[src/rtl/even_counter_run_ctrl_if.sv]
// ---------------------------------------------------------------------------
// even_counter_run_ctrl_if
// Bundles the request, status and counter-observation signals exchanged
// between the run sequencer and its surroundings.
//   master : drives start/laps/pause/resume/abort and the counter value,
//            observes run/busy/paused/lap_cnt/done/err
//   slave  : the sequencer itself (mirror of master)
// ---------------------------------------------------------------------------
interface even_counter_run_ctrl_if #(
    parameter int LAP_W = 4
);
    logic             start;
    logic [LAP_W-1:0] laps;
    logic             pause;
    logic             resume;
    logic             abort;
    logic [3:0]       count;
    logic             run;
    logic             busy;
    logic             paused;
    logic [LAP_W-1:0] lap_cnt;
    logic             done;
    logic             err;

    modport master (
        output start, laps, pause, resume, abort, count,
        input  run, busy, paused, lap_cnt, done, err
    );

    modport slave (
        input  start, laps, pause, resume, abort, count,
        output run, busy, paused, lap_cnt, done, err
    );
endinterface

[src/rtl/even_counter_run_ctrl.sv]
// ---------------------------------------------------------------------------
// even_counter_run_ctrl
// Run sequencer for the 4-bit even-step counter. Enables the counter for a
// programmed number of full laps, supports pause/resume/abort and reports
// progress (lap_cnt) and completion (done) or a zero-lap request (err).
// Ports:
//   clock : rising-edge clock shared with the counter
//   reset : asynchronous active-high reset
//   bus   : slave side of even_counter_run_ctrl_if
//           inputs  start, laps, pause, resume, abort, count
//           outputs run, busy, paused, lap_cnt, done, err (all registered)
// ---------------------------------------------------------------------------
module even_counter_run_ctrl #(
    parameter logic [3:0] TOP   = 4'd14,
    parameter int         LAP_W = 4
) (
    input  logic                     clock,
    input  logic                     reset,
    even_counter_run_ctrl_if.slave   bus
);

    typedef enum logic [1:0] {
        ST_IDLE  = 2'd0,
        ST_RUN   = 2'd1,
        ST_PAUSE = 2'd2,
        ST_DONE  = 2'd3
    } state_t;

    state_t           r_state;
    state_t           w_next;

    logic [LAP_W-1:0] r_target;
    logic [LAP_W-1:0] r_lap_cnt;
    logic [LAP_W-1:0] w_target_next;
    logic [LAP_W-1:0] w_lap_cnt_next;
    logic [LAP_W-1:0] w_lap_cnt_inc;

    logic             r_run;
    logic             r_busy;
    logic             r_paused;
    logic             r_done;
    logic             r_err;
    logic             w_run;
    logic             w_busy;
    logic             w_paused;
    logic             w_done;
    logic             w_err;

    logic             w_accept;
    logic             w_lap_event;
    logic             w_final_lap;

    // A lap only counts while the counter is actually enabled; the counter
    // wraps from TOP at the same edge.
    assign w_lap_event   = (r_state == ST_RUN) && (bus.count == TOP);
    assign w_lap_cnt_inc = r_lap_cnt + LAP_W'(1);
    // lap_cnt is always below the target while running, so the increment
    // cannot wrap before it matches.
    assign w_final_lap   = w_lap_event && (w_lap_cnt_inc == r_target);
    assign w_accept      = (r_state == ST_IDLE) && bus.start && (bus.laps != '0);

    // State register
    always_ff @(posedge clock or posedge reset) begin
        if (reset) begin
            r_state <= ST_IDLE;
        end else begin
            r_state <= w_next;
        end
    end

    // Next-state logic; in RUN abort beats lap completion, which beats pause
    always_comb begin
        w_next = r_state;
        case (r_state)
            ST_IDLE: begin
                if (w_accept) begin
                    w_next = ST_RUN;
                end else begin
                    w_next = ST_IDLE;
                end
            end
            ST_RUN: begin
                if (bus.abort) begin
                    w_next = ST_IDLE;
                end else if (w_final_lap) begin
                    w_next = ST_DONE;
                end else if (bus.pause) begin
                    w_next = ST_PAUSE;
                end else begin
                    w_next = ST_RUN;
                end
            end
            ST_PAUSE: begin
                if (bus.abort) begin
                    w_next = ST_IDLE;
                end else if (bus.resume) begin
                    w_next = ST_RUN;
                end else begin
                    w_next = ST_PAUSE;
                end
            end
            ST_DONE: begin
                w_next = ST_IDLE;
            end
            default: begin
                w_next = ST_IDLE;
            end
        endcase
    end

    // Output decode: flags follow the upcoming state so they are valid
    // in the same cycle the state is; target/lap_cnt update on accept/lap
    always_comb begin
        w_run          = (w_next == ST_RUN);
        w_busy         = (w_next == ST_RUN) || (w_next == ST_PAUSE);
        w_paused       = (w_next == ST_PAUSE);
        w_done         = (w_next == ST_DONE);
        w_err          = (r_state == ST_IDLE) && bus.start && (bus.laps == '0);
        w_target_next  = r_target;
        w_lap_cnt_next = r_lap_cnt;
        if (w_accept) begin
            w_target_next  = bus.laps;
            w_lap_cnt_next = '0;
        end else if (w_lap_event && !bus.abort) begin
            // an aborted lap is not credited; lap_cnt then holds until
            // the next accepted start
            w_lap_cnt_next = w_lap_cnt_inc;
        end else begin
            w_lap_cnt_next = r_lap_cnt;
        end
    end

    // Output and datapath registers
    always_ff @(posedge clock or posedge reset) begin
        if (reset) begin
            r_run     <= 1'b0;
            r_busy    <= 1'b0;
            r_paused  <= 1'b0;
            r_done    <= 1'b0;
            r_err     <= 1'b0;
            r_target  <= '0;
            r_lap_cnt <= '0;
        end else begin
            r_run     <= w_run;
            r_busy    <= w_busy;
            r_paused  <= w_paused;
            r_done    <= w_done;
            r_err     <= w_err;
            r_target  <= w_target_next;
            r_lap_cnt <= w_lap_cnt_next;
        end
    end

    assign bus.run     = r_run;
    assign bus.busy    = r_busy;
    assign bus.paused  = r_paused;
    assign bus.done    = r_done;
    assign bus.err     = r_err;
    assign bus.lap_cnt = r_lap_cnt;

endmodule

[src/flat_wrapper.sv]
// flat-port wrapper written by rule: the top's interface ports become plain ports
module even_counter_run_ctrl_flat 
#(
    parameter logic [3:0] TOP   = 4'd14,
    parameter int         LAP_W = 4
)
  (clock, reset, bus_start, bus_laps, bus_pause, bus_resume, bus_abort, bus_count, bus_run, bus_busy, bus_paused, bus_lap_cnt, bus_done, bus_err);
  even_counter_run_ctrl_if #(.LAP_W(LAP_W)) bus_i ();
  input  logic clock;
  input  logic reset;
  input wire logic [$bits(bus_i.start)-1:0] bus_start;
  input wire logic [$bits(bus_i.laps)-1:0] bus_laps;
  input wire logic [$bits(bus_i.pause)-1:0] bus_pause;
  input wire logic [$bits(bus_i.resume)-1:0] bus_resume;
  input wire logic [$bits(bus_i.abort)-1:0] bus_abort;
  input wire logic [$bits(bus_i.count)-1:0] bus_count;
  output wire logic [$bits(bus_i.run)-1:0] bus_run;
  output wire logic [$bits(bus_i.busy)-1:0] bus_busy;
  output wire logic [$bits(bus_i.paused)-1:0] bus_paused;
  output wire logic [$bits(bus_i.lap_cnt)-1:0] bus_lap_cnt;
  output wire logic [$bits(bus_i.done)-1:0] bus_done;
  output wire logic [$bits(bus_i.err)-1:0] bus_err;
  assign bus_i.start = bus_start;
  assign bus_i.laps = bus_laps;
  assign bus_i.pause = bus_pause;
  assign bus_i.resume = bus_resume;
  assign bus_i.abort = bus_abort;
  assign bus_i.count = bus_count;
  assign bus_run = bus_i.run;
  assign bus_busy = bus_i.busy;
  assign bus_paused = bus_i.paused;
  assign bus_lap_cnt = bus_i.lap_cnt;
  assign bus_done = bus_i.done;
  assign bus_err = bus_i.err;
  even_counter_run_ctrl #(.TOP(TOP), .LAP_W(LAP_W)) u_core (.clock(clock), .reset(reset), .bus(bus_i));
endmodule
[config.mk]
export PLATFORM = sky130hd
export DESIGN_NAME = even_counter_run_ctrl_flat
export DESIGN_NICKNAME = d
export VERILOG_FILES = /design/src/rtl/even_counter_run_ctrl_if.sv /design/src/rtl/even_counter_run_ctrl.sv /design/src/flat_wrapper.sv
export SDC_FILE = /design/constraint.sdc
export NUM_CORES = 1
export LEC_CHECK = 0
export CAP_MARGIN = 20
export CORE_MARGIN = 10
export CORE_UTILIZATION = 48
export DETAILED_ROUTE_END_ITERATION = 12
export PLACE_DENSITY = 0.81
export SLEW_MARGIN = 15
export SYNTH_ARGS = -nofsm -noshare
export SYNTH_HDL_FRONTEND = slang
export SYNTH_SLANG_ARGS = --single-unit
[constraint.sdc]
create_clock -name clock -period 3.9 [get_ports clock]
set_input_delay 0.39 -clock clock [delete_from_list [all_inputs] [get_ports clock]]
set_output_delay 0.39 -clock clock [all_outputs]
set_load 0.03 [all_outputs]
==> results of run 1 <==
-- cell type report --
class / instances / area (µm²) / share of cell area
clock buffers: 3 / 22.5 / 0.0220
clock inverters: 1 / 5.00 / 0.00489
multi-input cells: 43 / 365 / 0.357
repair buffers: 22 / 220 / 0.215
inverters: 4 / 15.0 / 0.0147
well taps: 16 / 20.0 / 0.0196
flip-flops and latches: 15 / 375 / 0.367
-- sequential cells by signal (all words and copies together) (netlist names) --
signal,cells
u_core.r_state,2
u_core.bus.done,1
u_core.bus.lap_cnt,4
u_core.bus.busy,1
u_core.bus.run,1
u_core.bus.paused,1
u_core.r_target,4
u_core.bus.err,1
-- cells in the mapped netlist (all sizes together) --
master and n:
xnor3 1, xor2 3, o21ai 1, dfrtp 15
mux2 6, nand4 1, a21oi 1, mux2i 1
and2 2, nor3b 1, nand2 6, xnor2 2
buf 1, nand2b 1, and3 2, inv 4
nor2 5, o22ai 1, a22o 2, ha 4
or4 1, nand4b 1, nor3 1
-- critical path: stages --
cell	delay [ns]
clkdlybuf4s50_1	0.41
nand4b_1	0.19
nor3_2	0.40
nand4_1	0.29
and2_1	0.23
ha_1	0.27
inv_1	0.03
-- power breakdown --
group / switching [W] / leakage [nW] / internal (W)
registers: 0.0000139 / 0.195 / 0.000177
logic: 0.0000517 / 0.275 / 0.0000600
clock network: 0.0000485 / 0.0177 / 0.0000380
total: 0.000114 / 0.488 / 0.000275
-- placed cells by master, fill, tap and decap left out --
| cell | instances |
|---|---|
| nor2_1 | 5 |
| nand2_1 | 6 |
| and3_4 | 1 |
| o21ai_0 | 1 |
| clkinv_2 | 1 |
| a21oi_1 | 1 |
| nor3_2 | 1 |
| o22ai_1 | 1 |
| nor3b_1 | 1 |
| inv_1 | 4 |
| clkbuf_4 | 3 |
| mux2_2 | 5 |
| xnor2_1 | 2 |
| clkdlybuf4s50_1 | 22 |
| xnor3_1 | 1 |
| mux2i_4 | 1 |
| xor2_1 | 3 |
| mux2_4 | 1 |
| ha_1 | 4 |
| nand4_1 | 1 |
| a22o_1 | 2 |
| and3_1 | 1 |
| nand2b_1 | 1 |
| nand4b_1 | 1 |
| and2_1 | 2 |
| dfrtp_1 | 15 |
| or4_4 | 1 |
-- routing by layer --
metal  wire length (µm)  part of all wire  global-route usage  up-vias
met3                168              0.11              0.0424        2
met2                737              0.48               0.153       16
li1                   -                 -                   -      267
met4                  8            0.0052              0.0385        0
met1                624              0.41              0.0954      268
met5                  0                 0                   0        -
-- through the flow --
step | area, µm² | worst slack [ns] | power [W] | utilization
after floorplan | 767 | 2.03 | 0.000267 | -
after global placement | 996 | 1.60 | 0.000305 | 0.661
final | 1020 | 1.85 | 0.000389 | 0.679
after CTS | 1020 | 1.85 | 0.000395 | 0.679
after detailed placement | 996 | 1.55 | 0.000307 | 0.661
after global routing | 1020 | 1.75 | 0.000413 | 0.679
-- how the worst max path moves through the flow --
stage / to / slack (ns) / cells past startpoint
finish: u_core.bus.busy / 1.85 / 7
global route: u_core.bus.busy / 1.75 / 7
CTS: u_core.bus.busy / 1.85 / 7
detailed placement: u_core.bus.busy / 1.55 / 7
global placement: u_core.bus.busy / 1.60 / 7
floorplan: u_core.bus.busy / 2.03 / 7
-- kinds of logic (layout without fill, tap and decap cells) --
family                     count (synthesis)  after routing  synth area share
muxes                                      7              7             0.122
AOI/OAI and AO/OA                          5              5            0.0440
buffers and inverters                      5             30            0.0343
and+or+nand+nor                           21             21             0.158
adders and majority gates                  4              4            0.0653
DFF                                       15             15             0.489
xor gates and xnor gates                   6              6            0.0865
==> impl_metrics.csv, run 1 <==
group,metric,value,unit
route,wl_per_cell,14.8,µm
final_layout,diodes,0,
worst_setup_path,critPathArrivalTime,2.23,ns
worst_setup_path,end_kind,"flip-flop",
pwr,p_leak,0.488,nW
worst_setup_path,crit_fanout,7,
floorplanning,start_util,0.509,
placed_design,gp_congestion,0.772,
clocking,cts_buffers,3,
clocking,clock-sinks,15,
final_layout,stdcell_count,104,
clocking,path_clk_slew,0.09,ns
pwr,p_per_area,380,nW/µm²
synth,ys_types,25,
worst_setup_path,rrSetupSlack,1.97,ns
global_route,grt_usage,0.0913,
sta,setup_viol,0,
flow_run,maxCapViolations,0,
route,postRouteAntennaNets,0,
run_status,outcome,"finished, final reports clean",
min_path,min_path_type,"in2async",
sta,fin_skew,0.00656,ns
floorplanning,die_x,60.0,µm
worst_setup_path,r2r_cells,7,
final_layout,area_delta_synth_final,33.4,%
floorplanning,rows,14,
sta,min_period,2.05,ns
clocking,worstSkewPairLatency,0.28,ns
sta,fin_tns_setup,0,ns
clocking,htreeDepth,1,
final_layout,fillCellCount,126,
floorplanning,die_area,3600,µm²
floorplanning,fp.dieH,60.0,µm
sta,fin_crit_sh,0.526,
synth,synth_area_leader_cell,"dfrtp_1",
synth,syn_avg_cell_area,12.2,µm²
global_route,grt_start_max_net_pins,16,
synth,syn_inst,63,
global_route,first_global_vias,598,
global_route,grt-ovfl-total,0,
synth,syn_nets,81,
worst_setup_path,r2r-end,"u_core.bus.busy",
synth,seq_area_frac_synth,0.489,
clocking,hold_buffers,0,
sta,relSlewSlack,0.629,
worst_setup_path,cp-startpoint,"bus_abort",
final_layout,fin_nets,107,
synth,ys_ff_latch,15,
route,vias,553,
pwr,irDropWorstVdd,0.279,mV
clocking,tritoncts,"done",
route,first_iter_violations,4,
floorplanning,core_area,1510,µm²
synth,synth_top_area_frac,0.489,
synth,yosysWarnings,0,
sta,report.final.slew_viol_count,0,
synth,synth_area_leaders,"dfrtp_1, mux2_2, ha_1",
placed_design,dp.cells,100,
floorplanning,ios,23,
route,vias_per_cell,5.32,
clocking,cts_root_buf,"clkbuf_4",
sta,hold_violations,0,
clocking,cts_buffer_depth,2,
worst_setup_path,timing.rr.start,"u_core.bus.lap_cnt[0]",
synth,syn-cell-area,767,µm²
final_layout,drive_above_1_share,0.159,
placed_design,io_buffers,22,
route,firstDrtPassIters,4,
route,routed_wl,1540,µm
global_route,grt_pass1_wl,2530,µm
worst_setup_path,required,4.08,ns
placed_design,hpwlAfterDp,1270,µm
clocking,cts_resized,0,
clocking,postCtsSetupBuffers,0,
worst_setup_path,start_kind,"input port",
global_route,antenna_found_initial,0,
worst_setup_path,path_class,"in2reg",
sta,timing.hold.ws,0.450,ns
sta,tightest_slew,0.556,ns
sta,fmax,0.487,GHz
sta,rsz0062_at_grt,"false",
route,drcViolationCount,0,
Note: power is estimated with default switching activity, not from simulation.
==> run 2, diff against run 1 <==
Settings changed: CORE_UTILIZATION 48 to 45, PLACE_DENSITY 0.81 to 0.77.
Clock period 3.9 ns to 2.1 ns, I/O delays scaled along.
==> run 2 against run 1 <==
Net effect:
- setup slack worse by 1.6 ns
- first-iteration DRC count down 25%
- sequential share of layout area down 0.49 points
- clock skew down 0.0046 ns
- register-to-register slack worse by 1.7 ns
- hold slack worse by 0.18 ns
- count of clock-buffer cells in the layout up 1
- non-clock buffer count up 2
- critical path type is now reg2reg
==> impl_metrics.csv, run 2 (synthesized netlist as in run 1, its figures left out) <==
group,metric,value,unit
pwr,p_leak,0.496,nW
worst_setup_path,rrSetupSlack,0.26,ns
placed_design,gp_congestion,0.791,
route,vias,539,
sta,relSlewSlack,0.633,
worst_setup_path,critPathArrivalTime,2.02,ns
final_layout,diodes,0,
sta,hold_violations,0,
clocking,cts_buffer_depth,2,
final_layout,area_delta_synth_final,35.2,%
placed_design,placedInstanceArea,1010,µm²
worst_setup_path,crit_end,"u_core.bus.busy",
placed_design,hpwlAfterDp,1310,µm
final_layout,fin_nets,109,
clocking,hold_buffers,0,
route,wl_per_cell,15.0,µm
sta,rsz0062_at_grt,"false",
global_route,grt_start_max_net_pins,16,
global_route,antenna_found_initial,0,
worst_setup_path,path_class,"reg2reg",
clocking,worstSkewPairLatency,0.28,ns
worst_setup_path,required,2.28,ns
worst_setup_path,r2r_cells,7,
global_route,busiest_layer,"met2",
route,postRouteAntennaNets,0,
worst_setup_path,start_kind,"flip-flop",
global_route,grt-ovfl-total,0,
clocking,htreeDepth,1,
sta,min_period,1.84,ns
route,firstDrtPassIters,3,
final_layout,final_area,1040,µm²
min_path,min_path_type,"in2async",
floorplanning,die_x,61.3,µm
sta,tightest_slew,0.550,ns
route,vias_per_cell,5.08,
global_route,first_global_vias,609,
floorplanning,rows,14,
sta,fin_crit_sh,0.877,
worst_setup_path,cp-startpoint,"u_core.bus.lap_cnt[0]",
clocking,cts_resized,0,
clocking,path_clk_slew,0.09,ns
sta,fmax,0.543,GHz
final_layout,final_cell_mix,"clkdlybuf4s50_1, dfrtp_1, nand2_1",
route,drcViolationCount,0,
worst_setup_path,timing.rr.start,"u_core.bus.lap_cnt[0]",
global_route,grt_use_met3,0.0329,
pwr,irDropWorstVdd,0.537,mV
sta,fin_tns_setup,0,ns
floorplanning,fp.dieH,61.3,µm
flow_run,maxCapViolations,0,
sta,setup_viol,0,
global_route,use_met1,0.110,
pwr,p_per_area,696,nW/µm²
worst_setup_path,end_kind,"flip-flop",
floorplanning,core_area,1560,µm²
floorplanning,start_util,0.492,
global_route,grt_pass1_wl,2780,µm
worst_setup_path,r2r-end,"u_core.bus.busy",
clocking,postCtsSetupBuffers,0,
floorplanning,die_area,3760,µm²
global_route,grt_usage,0.100,
clocking,tritoncts,"done",
sta,report.final.slew_viol_count,0,
clocking,cts_buffers,3,
route,routed_wl,1590,µm
final_layout,drive_above_1_share,0.167,
clocking,clock-sinks,15,
run_status,outcome,"finished, final reports clean",
route,first_iter_violations,3,
floorplanning,ios,23,
placed_design,io_buffers,22,
clocking,cts_root_buf,"clkbuf_4",
global_route,grt_util_met2,0.166,
final_layout,final_common_cell,"clkdlybuf4s50_1",
worst_setup_path,crit_fanout,5,
sta,fin_skew,0.00200,ns
==> run 2: cell types whose count changed in the layout (fill, tap and decap cells not counted), sizes merged <==
cell and delta:
buf +2, clkbuf +1, clkinv -1
==> run 2: power breakdown <==
group	internal, W	switching [W]
Clock	0.0000736	0.0000872
Sequential	0.000329	0.0000246
Combinational	0.000114	0.0000939
==> run 2: worst min-delay path by stage <==
stage	start	endpoint	slack, ns
after global placement	u_core.r_target[2]	u_core.r_target[2]	0.52
final	reset	u_core.bus.err	0.27
after CTS	reset	u_core.r_target[2]	0.30
after floorplan	reset	u_core.bus.busy	0.11
after global routing	reset	u_core.r_target[2]	0.33
after detailed placement	u_core.r_target[1]	u_core.r_target[1]	0.52
==> run 2: through the flow <==
stage	instances	util	power, W	hold slack (ns)	setup WS, ns
2_1_floorplan	63	-	0.000497	0.111	0.231
3_3_place_gp	102	0.648	0.000565	0.520	0.0718
3_5_place_dp	102	0.648	0.000570	0.516	0.0225
4_1_cts	106	0.665	0.000731	0.300	0.250
5_1_grt	106	0.665	0.000771	0.325	0.0727
6_report	106	0.665	0.000722	0.274	0.257
==> run 2: layer usage <==
metal  wire (µm)  vias to the layer above  share of wire
met5           0                        -              0
met4          27                        0          0.017
met3         125                        4          0.079
met2         749                       16           0.47
met1         683                      248           0.43
li1            -                      271              -
==> run 2: final cells by class <==
| cell class | count | area (µm²) |
|---|---|---|
| well taps | 16 | 20.0 |
| inverters | 4 | 15.0 |
| repair buffers | 24 | 235 |
| flip-flops and latches | 15 | 375 |
| clock buffers | 4 | 26.3 |
| multi-input cells | 43 | 365 |
| fillers | 126 | 522 |
==> run 2: critical path, stage by stage, from the launching register on <==
cell and delay [ns]:
dfrtp_1 0.44, ha_1 0.35, xor2_1 0.17, nor2_1 0.10, nand4_1 0.18, and2_1 0.20, ha_1 0.27, inv_1 0.03
==> run 3, diff against run 2 <==
Settings changed: CORE_MARGIN 10 to unset.
==> run 3 against run 2 <==
Net effect:
- cell count did not move
- sequential power up 1%
- via count increased by 4.5%
- routed wire length shrank 13%
- critical endpoint unchanged
==> impl_metrics.csv, run 3 (synthesized netlist as in run 1, its figures left out) <==
group,metric,value,unit
clocking,worstSkewPairLatency,0.27,ns
pwr,power,0.000730,W
clocking,cts_resized,0,
route,wl_per_cell,13.0,µm
worst_setup_path,crit_fanout,5,
clocking,path_clk_slew,0.09,ns
global_route,busiest_layer,"met2",
sta,min_period,1.89,ns
global_route,grt_usage,0.169,
route,vias,563,
placed_design,hpwlAfterDp,1060,µm
clocking,hold_buffers,0,
sta,rsz0062_at_grt,"false",
worst_setup_path,cp_slowest_cell,"dfrtp_1",
route,first_iter_violations,7,
worst_setup_path,critPathMaxStageDelay,0.45,ns
floorplanning,ios,23,
route,vias_per_cell,5.31,
floorplanning,core_area,1540,µm²
global_route,antenna_found_initial,0,
final_layout,fin_nets,109,
worst_setup_path,rrSetupSlack,0.21,ns
pwr,p_per_area,704,nW/µm²
sta,timing.hold.ws,0.280,ns
sta,report.final.slew_viol_count,0,
sta,fin_skew,0.00562,ns
route,routed_wl,1380,µm
worst_setup_path,r2r_cells,7,
worst_setup_path,start_kind,"flip-flop",
clocking,tritoncts,"done",
worst_setup_path,path_class,"reg2reg",
global_route,use_met1,0.203,
clocking,postCtsSetupBuffers,0,
final_layout,diodes,0,
placed_design,gp_congestion,0.764,
sta,fmax,0.530,GHz
final_layout,fin_util,0.673,
worst_setup_path,cp.depth,7,
sta,tightest_slew,0.567,ns
final_layout,drive_above_1_share,0.167,
sta,relSlewSlack,0.621,
global_route,grt_start_max_net_pins,16,
sta,hold_violations,0,
worst_setup_path,crit_chain,"ha_1 -> xor2_1 -> nor2_1 -> nand4_1 -> and2_1 -> ha_1 -> inv_1",
worst_setup_path,path_buf_inv,1,
run_status,outcome,"finished, final reports clean",
clocking,cts_buffer_depth,2,
worst_setup_path,critPathArrivalTime,2.07,ns
route,firstDrtPassIters,4,
route,postRouteAntennaNets,0,
worst_setup_path,cp_top_family,"adder cells",
global_route,grt_use_met3,0.0426,
global_route,grt_pass1_wl,2340,µm
floorplanning,fp.dieH,43.3,µm
sta,setup_viol,0,
placed_design,io_buffers,22,
global_route,first_global_vias,572,
clocking,cts_buffers,3,
worst_setup_path,required,2.28,ns
clocking,cts_root_buf,"clkbuf_4",
floorplanning,die_area,1870,µm²
worst_setup_path,crit_top_cell,"ha_1",
sta,fin_tns_setup,0,ns
final_layout,final_common_cell,"clkdlybuf4s50_1",
pwr,p_leak,0.496,nW
min_path,min_path_type,"in2async",
sta,fin_crit_sh,0.899,
final_layout,final_cell_mix,"clkdlybuf4s50_1, dfrtp_1, nand2_1",
clocking,htreeDepth,1,
floorplanning,start_util,0.498,
final_layout,area_delta_synth_final,35.2,%
global_route,grt-ovfl-total,0,
floorplanning,rows,14,
clocking,clock-sinks,15,
global_route,grt_util_met2,0.293,
flow_run,maxCapViolations,0,
final_layout,fillCellCount,133,
worst_setup_path,end_kind,"flip-flop",
pwr,irDropWorstVdd,0.409,mV
route,drcViolationCount,0,
floorplanning,die_x,43.3,µm
-- run 3: cell counts in the layout (fill, tap and decap cells not counted) --
No cell type changed its count.
-- run 3: per-layer routing --
metal  part of all wire  routed length, µm
met2               0.47                645
met4              0.011                 15
met1               0.47                654
met5                  0                  0
met3              0.046                 63
-- run 3: layout make-up --
type | count | area [µm²] | share of cell area
well taps | 16 | 20.0 | 0.0193
clock buffers | 4 | 26.3 | 0.0253
inverters | 4 | 15.0 | 0.0145
repair buffers | 24 | 235 | 0.227
flip-flops and latches | 15 | 375 | 0.362
multi-input cells | 43 | 365 | 0.352
-- run 3: worst paths after layout --
| check | start | end |
|---|---|---|
| worst max-delay path | u_core.bus.lap_cnt[0] | u_core.bus.busy |
| worst min-delay path | reset | u_core.bus.lap_cnt[2] |
| worst max register to register | u_core.bus.lap_cnt[0] | u_core.bus.busy |
| worst min register to register | u_core.r_target[2] | u_core.r_target[2] |
| max in group asynchronous | reset | u_core.r_target[0] |
| min in group clock | bus_start | u_core.bus.err |
-- run 3: power by group --
part / internal (W) / total [W] / switching, W
registers: 0.000329 / 0.000358 / 0.0000293
logic: 0.000114 / 0.000209 / 0.0000941
clock network: 0.0000734 / 0.000163 / 0.0000895
total: 0.000517 / 0.000730 / 0.000213
-- run 3: per-stage QoR --
| step | area [µm²] | setup slack (ns) | instances |
|---|---|---|---|
| after global placement | 1010 | 0.0545 | 102 |
| after CTS | 1040 | 0.210 | 106 |
| after detailed placement | 1010 | -0.0139 | 102 |
| final | 1040 | 0.212 | 106 |
| after global routing | 1040 | 0.123 | 106 |
| after floorplan | 767 | 0.231 | 63 |
-- run 3: worst register-to-register path: stages, from the launching register on --
cell	delay (ns)
dfrtp_1	0.45
ha_1	0.35
xor2_1	0.17
nor2_1	0.11
nand4_1	0.20
and2_1	0.21
ha_1	0.27
inv_1	0.03
